**config.mk**
```make
export PLATFORM = sky130hd
export DESIGN_NAME = bpf_edge_slicer
export DESIGN_NICKNAME = d
export VERILOG_FILES = /design/src/rtl/bpf_edge_slicer.sv
export SDC_FILE = /design/constraint.sdc
export NUM_CORES = 1
export LEC_CHECK = 0
export ABC_CLOCK_PERIOD_IN_PS = 3600
export CELL_PAD_IN_SITES_DETAIL_PLACEMENT = 0
export CELL_PAD_IN_SITES_GLOBAL_PLACEMENT = 1
export CORE_UTILIZATION = 44
export DETAILED_ROUTE_END_ITERATION = 8
export PLACE_DENSITY = 0.88
export SLEW_MARGIN = 5
export SYNTH_ARGS = -nofsm -noshare
export SYNTH_HDL_FRONTEND = slang
export SYNTH_SLANG_ARGS = --single-unit
```
**constraint.sdc**
```tcl
create_clock -name clk_i -period 3.6 [get_ports clk_i]
set_input_delay 0.54 -clock clk_i [delete_from_list [all_inputs] [get_ports clk_i]]
set_output_delay 0.54 -clock clk_i [all_outputs]
set_load 0.02 [all_outputs]
```
**src/rtl/bpf_edge_slicer.sv**
```systemverilog
// Edge slicer after the Rx band-pass FIR: removes DC, slices with hysteresis
// and emits one {level, run length} record per level transition.
//
// Ports:
//   clk_i        system clock
//   rst_i        asynchronous active-high reset
//   set_speed_i  link-speed select; any change restarts the slicer
//   hyst_i       unsigned hysteresis half-width, captured with each sample
//   valid_i      input sample strobe
//   data_i       signed filtered sample
//   valid_o      one-cycle pulse per detected edge
//   level_o      level after the edge (held)
//   width_o      samples in the run that just ended (held)
//   ovf_o        width_o was clamped at its maximum
//   lock_o       high while in HIGH or LOW
//
// Build option: define BPF_EDGE_SLICER_DC_TRACK_EN to include the DC tracker
// and the long settle phase; otherwise samples are sliced as-is.

module bpf_edge_slicer #(
    parameter int SET_DATA_WIDTH = 12,
    parameter int SET_CNT_WIDTH  = 10,
    parameter int SET_AVG_LG     = 6
) (
    input  logic                             clk_i,
    input  logic                             rst_i,
    input  logic [2:0]                       set_speed_i,
    input  logic [SET_DATA_WIDTH-2:0]        hyst_i,
    input  logic                             valid_i,
    input  logic signed [SET_DATA_WIDTH-1:0] data_i,
    output logic                             valid_o,
    output logic                             level_o,
    output logic [SET_CNT_WIDTH-1:0]         width_o,
    output logic                             ovf_o,
    output logic                             lock_o
);

    localparam int DW = SET_DATA_WIDTH;
    localparam int CW = SET_CNT_WIDTH;
    localparam int AL = SET_AVG_LG;

`ifdef BPF_EDGE_SLICER_DC_TRACK_EN
    localparam logic [AL-1:0] SETTLE_LAST = '1;
`else
    localparam logic [AL-1:0] SETTLE_LAST = '0;
`endif
    localparam logic [CW-1:0] CNT_MAX = '1;

    typedef enum logic [1:0] {
        SETTLE,
        HUNT,
        HIGH,
        LOW
    } state_t;

    state_t state_q;

    logic [2:0]         speed_q;
    logic               speed_chg;
    logic               accept;
    logic signed [DW:0] c_now;
    logic signed [DW:0] c_q;
    logic signed [DW:0] h_q;
    logic signed [DW:0] neg_h;
    logic               v0_q;
    logic [CW-1:0]      cnt_q;
    logic [CW-1:0]      cnt_inc;
    logic               cnt_sat;
    logic [AL-1:0]      settle_q;

    assign speed_chg = (speed_q != set_speed_i);
    // A sample arriving with a speed change belongs to the old link setup.
    assign accept    = valid_i && !speed_chg;

    always_ff @(posedge clk_i or posedge rst_i) begin
        if (rst_i) begin
            speed_q <= '0;
        end else begin
            speed_q <= set_speed_i;
        end
    end

`ifdef BPF_EDGE_SLICER_DC_TRACK_EN
    localparam int AW = SET_DATA_WIDTH + SET_AVG_LG;

    logic signed [AW-1:0] dc_q;
    logic signed [AW-1:0] est;
    logic signed [AW-1:0] x_ext;
    logic signed [AW-1:0] diff;

    assign est   = dc_q >>> AL;
    assign x_ext = {{AL{data_i[DW-1]}}, data_i};
    // The centred sample and the tracker step are the same difference.
    assign diff  = x_ext - est;
    assign c_now = diff[DW:0];

    always_ff @(posedge clk_i or posedge rst_i) begin
        if (rst_i) begin
            dc_q <= '0;
        end else if (speed_chg) begin
            dc_q <= '0;
        end else if (valid_i) begin
            dc_q <= dc_q + diff;
        end
    end
`else
    assign c_now = {data_i[DW-1], data_i};
`endif

    // Stage 0: centred sample and its hysteresis, plus valid flag.
    always_ff @(posedge clk_i or posedge rst_i) begin
        if (rst_i) begin
            v0_q <= 1'b0;
            c_q  <= '0;
            h_q  <= '0;
        end else begin
            v0_q <= accept;
            if (accept) begin
                c_q <= c_now;
                h_q <= $signed({2'b00, hyst_i});
            end
        end
    end

    assign neg_h   = -h_q;
    assign cnt_sat = (cnt_q == CNT_MAX);
    assign cnt_inc = cnt_sat ? CNT_MAX : cnt_q + 1'b1;

    // Stage 1: slicer FSM and registered record outputs.
    always_ff @(posedge clk_i or posedge rst_i) begin
        if (rst_i) begin
            state_q  <= SETTLE;
            cnt_q    <= '0;
            settle_q <= '0;
            valid_o  <= 1'b0;
            level_o  <= 1'b0;
            width_o  <= '0;
            ovf_o    <= 1'b0;
            lock_o   <= 1'b0;
        end else begin
            valid_o <= 1'b0;
            if (speed_chg) begin
                // Overrides any sample sitting in stage 0 this cycle.
                state_q  <= SETTLE;
                cnt_q    <= '0;
                settle_q <= '0;
                lock_o   <= 1'b0;
            end else if (v0_q) begin
                unique case (state_q)
                    SETTLE: begin
                        if (settle_q == SETTLE_LAST) begin
                            state_q  <= HUNT;
                            settle_q <= '0;
                        end else begin
                            settle_q <= settle_q + 1'b1;
                        end
                    end
                    HUNT: begin
                        if (c_q > h_q) begin
                            state_q <= HIGH;
                            cnt_q   <= '0;
                            lock_o  <= 1'b1;
                        end else if (c_q < neg_h) begin
                            state_q <= LOW;
                            cnt_q   <= '0;
                            lock_o  <= 1'b1;
                        end
                    end
                    HIGH: begin
                        if (c_q < neg_h) begin
                            valid_o <= 1'b1;
                            level_o <= 1'b0;
                            width_o <= cnt_inc;
                            ovf_o   <= cnt_sat;
                            state_q <= LOW;
                            cnt_q   <= '0;
                        end else begin
                            cnt_q <= cnt_inc;
                        end
                    end
                    LOW: begin
                        if (c_q > h_q) begin
                            valid_o <= 1'b1;
                            level_o <= 1'b1;
                            width_o <= cnt_inc;
                            ovf_o   <= cnt_sat;
                            state_q <= HIGH;
                            cnt_q   <= '0;
                        end else begin
                            cnt_q <= cnt_inc;
                        end
                    end
                    default: begin
                        state_q <= SETTLE;
                    end
                endcase
            end
        end
    end

endmodule

```
==> flow_summary.json <==
{
  "cts_buffers": 9,
  "vias": 2831,
  "fin_crit_sh_pct": 92.8,
  "critical_path.cell_chain": "inv_1 > nand4_1 > nor2_2 > nand3_2 > nor3_2 > xnor2_1 > ha_1 > and4_1 > nor3b_2 > o31ai_1 > and4_1 > a211oi_2 > o2111ai_2 > buf_4 > mux2_1",
  "layout.nets": 477,
  "cts_tree": "done",
  "relSlewSlack_pct": 50.0,
  "wl_per_cell_um": 15.1,
  "async_reset_ff_share_pct": 100,
  "path_buf_inv": 2,
  "grt_pass1_wl_um": 13200,
  "ir_worst_vdd_mv": 0.236,
  "io_buffers": 42,
  "crit_fanout": 12,
  "syn-cell-area_um2": 3560,
  "clkLatencyLatePin_ps": 350,
  "synth_flop_cell": "dfrtp_1",
  "rr_startpoint": "h_q[2]",
  "die-area_um2": 8460,
  "synth_edf_count": 0,
  "r2r-end": "width_o[3]",
  "synth_nets": 427,
  "num_rows": 32,
  "path_common_cell": "and4_1",
  "antenna_found_initial": 0,
  "crit_type": "reg2reg",
  "min_to": "settle_q[5]",
  "hold_viol_final": 0,
  "clk_pin_slew_ps": 70,
  "synth-seq-cells": 59,
  "dpl.hpwl_um": 5520,
  "max_freq_mhz": 299,
  "root_buffer": "clkbuf_8",
  "yosysWarnings": 0,
  "drt_iter0_markers": 159,
  "globalRouteOverflowTotal": 0,
  "finalSetupViolations": 0,
  "cts_max_path_buffers": 2,
  "slew_viol_final": 0,
  "finalWeightedCongestion": 0.845,
  "drc": 0,
  "rsz0062_at_grt": "false",
  "avgSynthCellArea_um2": 9.73,
  "grt_usage_pct": 20.1,
  "min-delay-start": "settle_q[5]",
  "synthToLayoutAreaGrowth_pct": 22.0,
  "cpMaxStageDelayCell": "dfrtp_1",
  "syn_inst": 366,
  "startpoint_type": "register",
  "seq_area_frac_synth_pct": 41.5,
  "power_density_nw_per_um2": 520,
  "maxCapViolCount": 0,
  "via_per_inst": 5.41,
  "hold_ws_ps": 487,
  "ctsHoldBuffers": 0,
  "core_area_um2": 7770,
  "die_w_um": 92.0,
  "end_kind": "register",
  "r2r_cells": 15,
  "clock_sinks": 59,
  "post-synth-top-area-cell": "dfrtp_1",
  "synthTopCellsByArea": "dfrtp_1, ha_1, nand2_1",
  "nFillCells": 690,
  "cpPeakStageDelay_ps": 400,
  "finalCriticalPeriod_ps": 3340,
  "dr.pass1.iters": 4,
  "die_h_um": 92.0,
  "grt_max_degree": 60,
  "cp.required_ps": 3830,
  "cp.arrival_ps": 3580,
  "diodes": 0,
  "crit_family": "simple AND/OR/NAND/NOR gates",
  "tns_ps": 0,
  "worst_pin_slew_ps": 750,
  "first_global_vias": 2739,
  "initial_utilization_pct": 45.8,
  "io_pins": 43,
  "hp-class": "reg2reg",
  "ys_types": 52,
  "fin_skew_ps": 9.75,
  "power_leakage_nw": 2.11,
  "hold_depth": 1,
  "synth_top_area_share_pct": 41.5,
  "totalWireLength_um": 7870,
  "r2r_slack_ps": 260,
  "htree_levels": 3,
  "drive_gt1_share_pct": 10.7,
  "ant_nets": 0,
  "status": "complete, no violations"
}
[metal layers]
metal,part of all wire [%],GRT usage (%),routed length (um),vias up
li1,-,-,-,1411
met1,50,28.3,3910,1363
met2,45,30.3,3550,46
met3,3.5,3.73,276,11
met4,1.8,8.59,140,0
met5,0,0,0,-
[how the worst max path moves through the flow]
stage | startpoint | end | cells past startpoint
after floorplan | h_q[2] | level_o | 15
after global placement | h_q[2] | cnt_q[8] | 14
after detailed placement | h_q[4] | cnt_q[0] | 14
after CTS | h_q[4] | cnt_q[8] | 14
after global routing | h_q[2] | width_o[3] | 15
final | h_q[2] | width_o[3] | 15
[layout make-up]
type	count	area, um2	area share, %
multi-input cells	271	1960	45.2
inverters	25	93.8	2.16
repair buffers	50	480	11.1
well taps	102	128	2.94
clock inverters	6	65.1	1.50
flip-flops and latches	59	1480	34.0
clock buffers	10	138	3.17
[cells by family (layout without fill, tap and decap cells)]
| logic type | Yosys count | count (layout) | share of synthesized area, % |
|---|---|---|---|
| and+or+nand+nor | 121 | 121 | 16.8 |
| DFF | 59 | 59 | 41.5 |
| AOI/OAI and AO/OA | 80 | 80 | 14.7 |
| adders and majority gates | 32 | 32 | 11.2 |
| buffers and inverters | 36 | 91 | 4.08 |
| xor gates and xnor gates | 15 | 15 | 3.69 |
| muxes | 23 | 23 | 8.05 |
[Yosys cell counts, types with 7 or more instances]
cell	n
a21oi_1	14
o22a_1	8
clkbuf_1	7
ha_1	32
mux2_1	12
xnor2_1	14
mux2_4	8
inv_1	24
nor2_1	27
and3_1	7
nand2_1	41
nand3_1	11
o21ai_0	14
o21ai_1	17
dfrtp_1	59
[sequential cells by signal (all words and copies together) (netlist names)]
name	cells
width_o	10
state_q	2
v0_q	1
lock_o	1
h_q	11
level_o	1
valid_o	1
cnt_q	10
c_q	12
ovf_o	1
settle_q	6
speed_q	3
[placed cells by master, fill, tap and decap left out, types with 4 or more instances in the layout]
cell	n
dfrtp_1	59
clkdlybuf4s50_1	42
nand2_1	41
ha_1	32
nor2_1	26
inv_1	23
o21ai_1	17
xnor2_1	14
o21ai_0	14
a21oi_1	14
mux2_1	12
nand3_1	10
clkbuf_8	10
o22a_1	8
mux2_4	8
buf_4	8
and3_1	7
and4_1	5
nand4_1	5
nor3_1	5
nand2b_1	4
o31ai_1	4
a311oi_1	4
[timing repair]
action,4_1_cts,5_1_grt
gates resized for setup,0,5
setup endpoints to repair,0,20
buffers inserted,0,0
[worst reg2reg max path, stage by stage (launching register included)]
cell and delay [ps]:
dfrtp_1 400, inv_1 140, nand4_1 150, nor2_2 180, nand3_2 140, nor3_2 140, xnor2_1 90, ha_1 300
and4_1 250, nor3b_2 170, o31ai_1 120, and4_1 220, a211oi_2 250, o2111ai_2 130, buf_4 230, mux2_1 330
[through the flow]
stage               cell area, um2  setup WS [ps]  cells  total power [mW]  utilization [%]
detailed placement            4120            193    507              1.62             53.0
global route                  4350           20.1    523              2.43             55.9
finish                        4350            258    523              2.26             55.9
CTS                           4320            175    523              2.26             55.6
global placement              4120            304    507              1.59             53.0
floorplan                     3560            498    366              1.39                -
[power breakdown]
group / switching [mW] / internal [mW]
Combinational: 0.422 / 0.344
Sequential: 0.107 / 0.762
Clock: 0.284 / 0.338
Note: power is estimated with default switching activity, not from simulation.
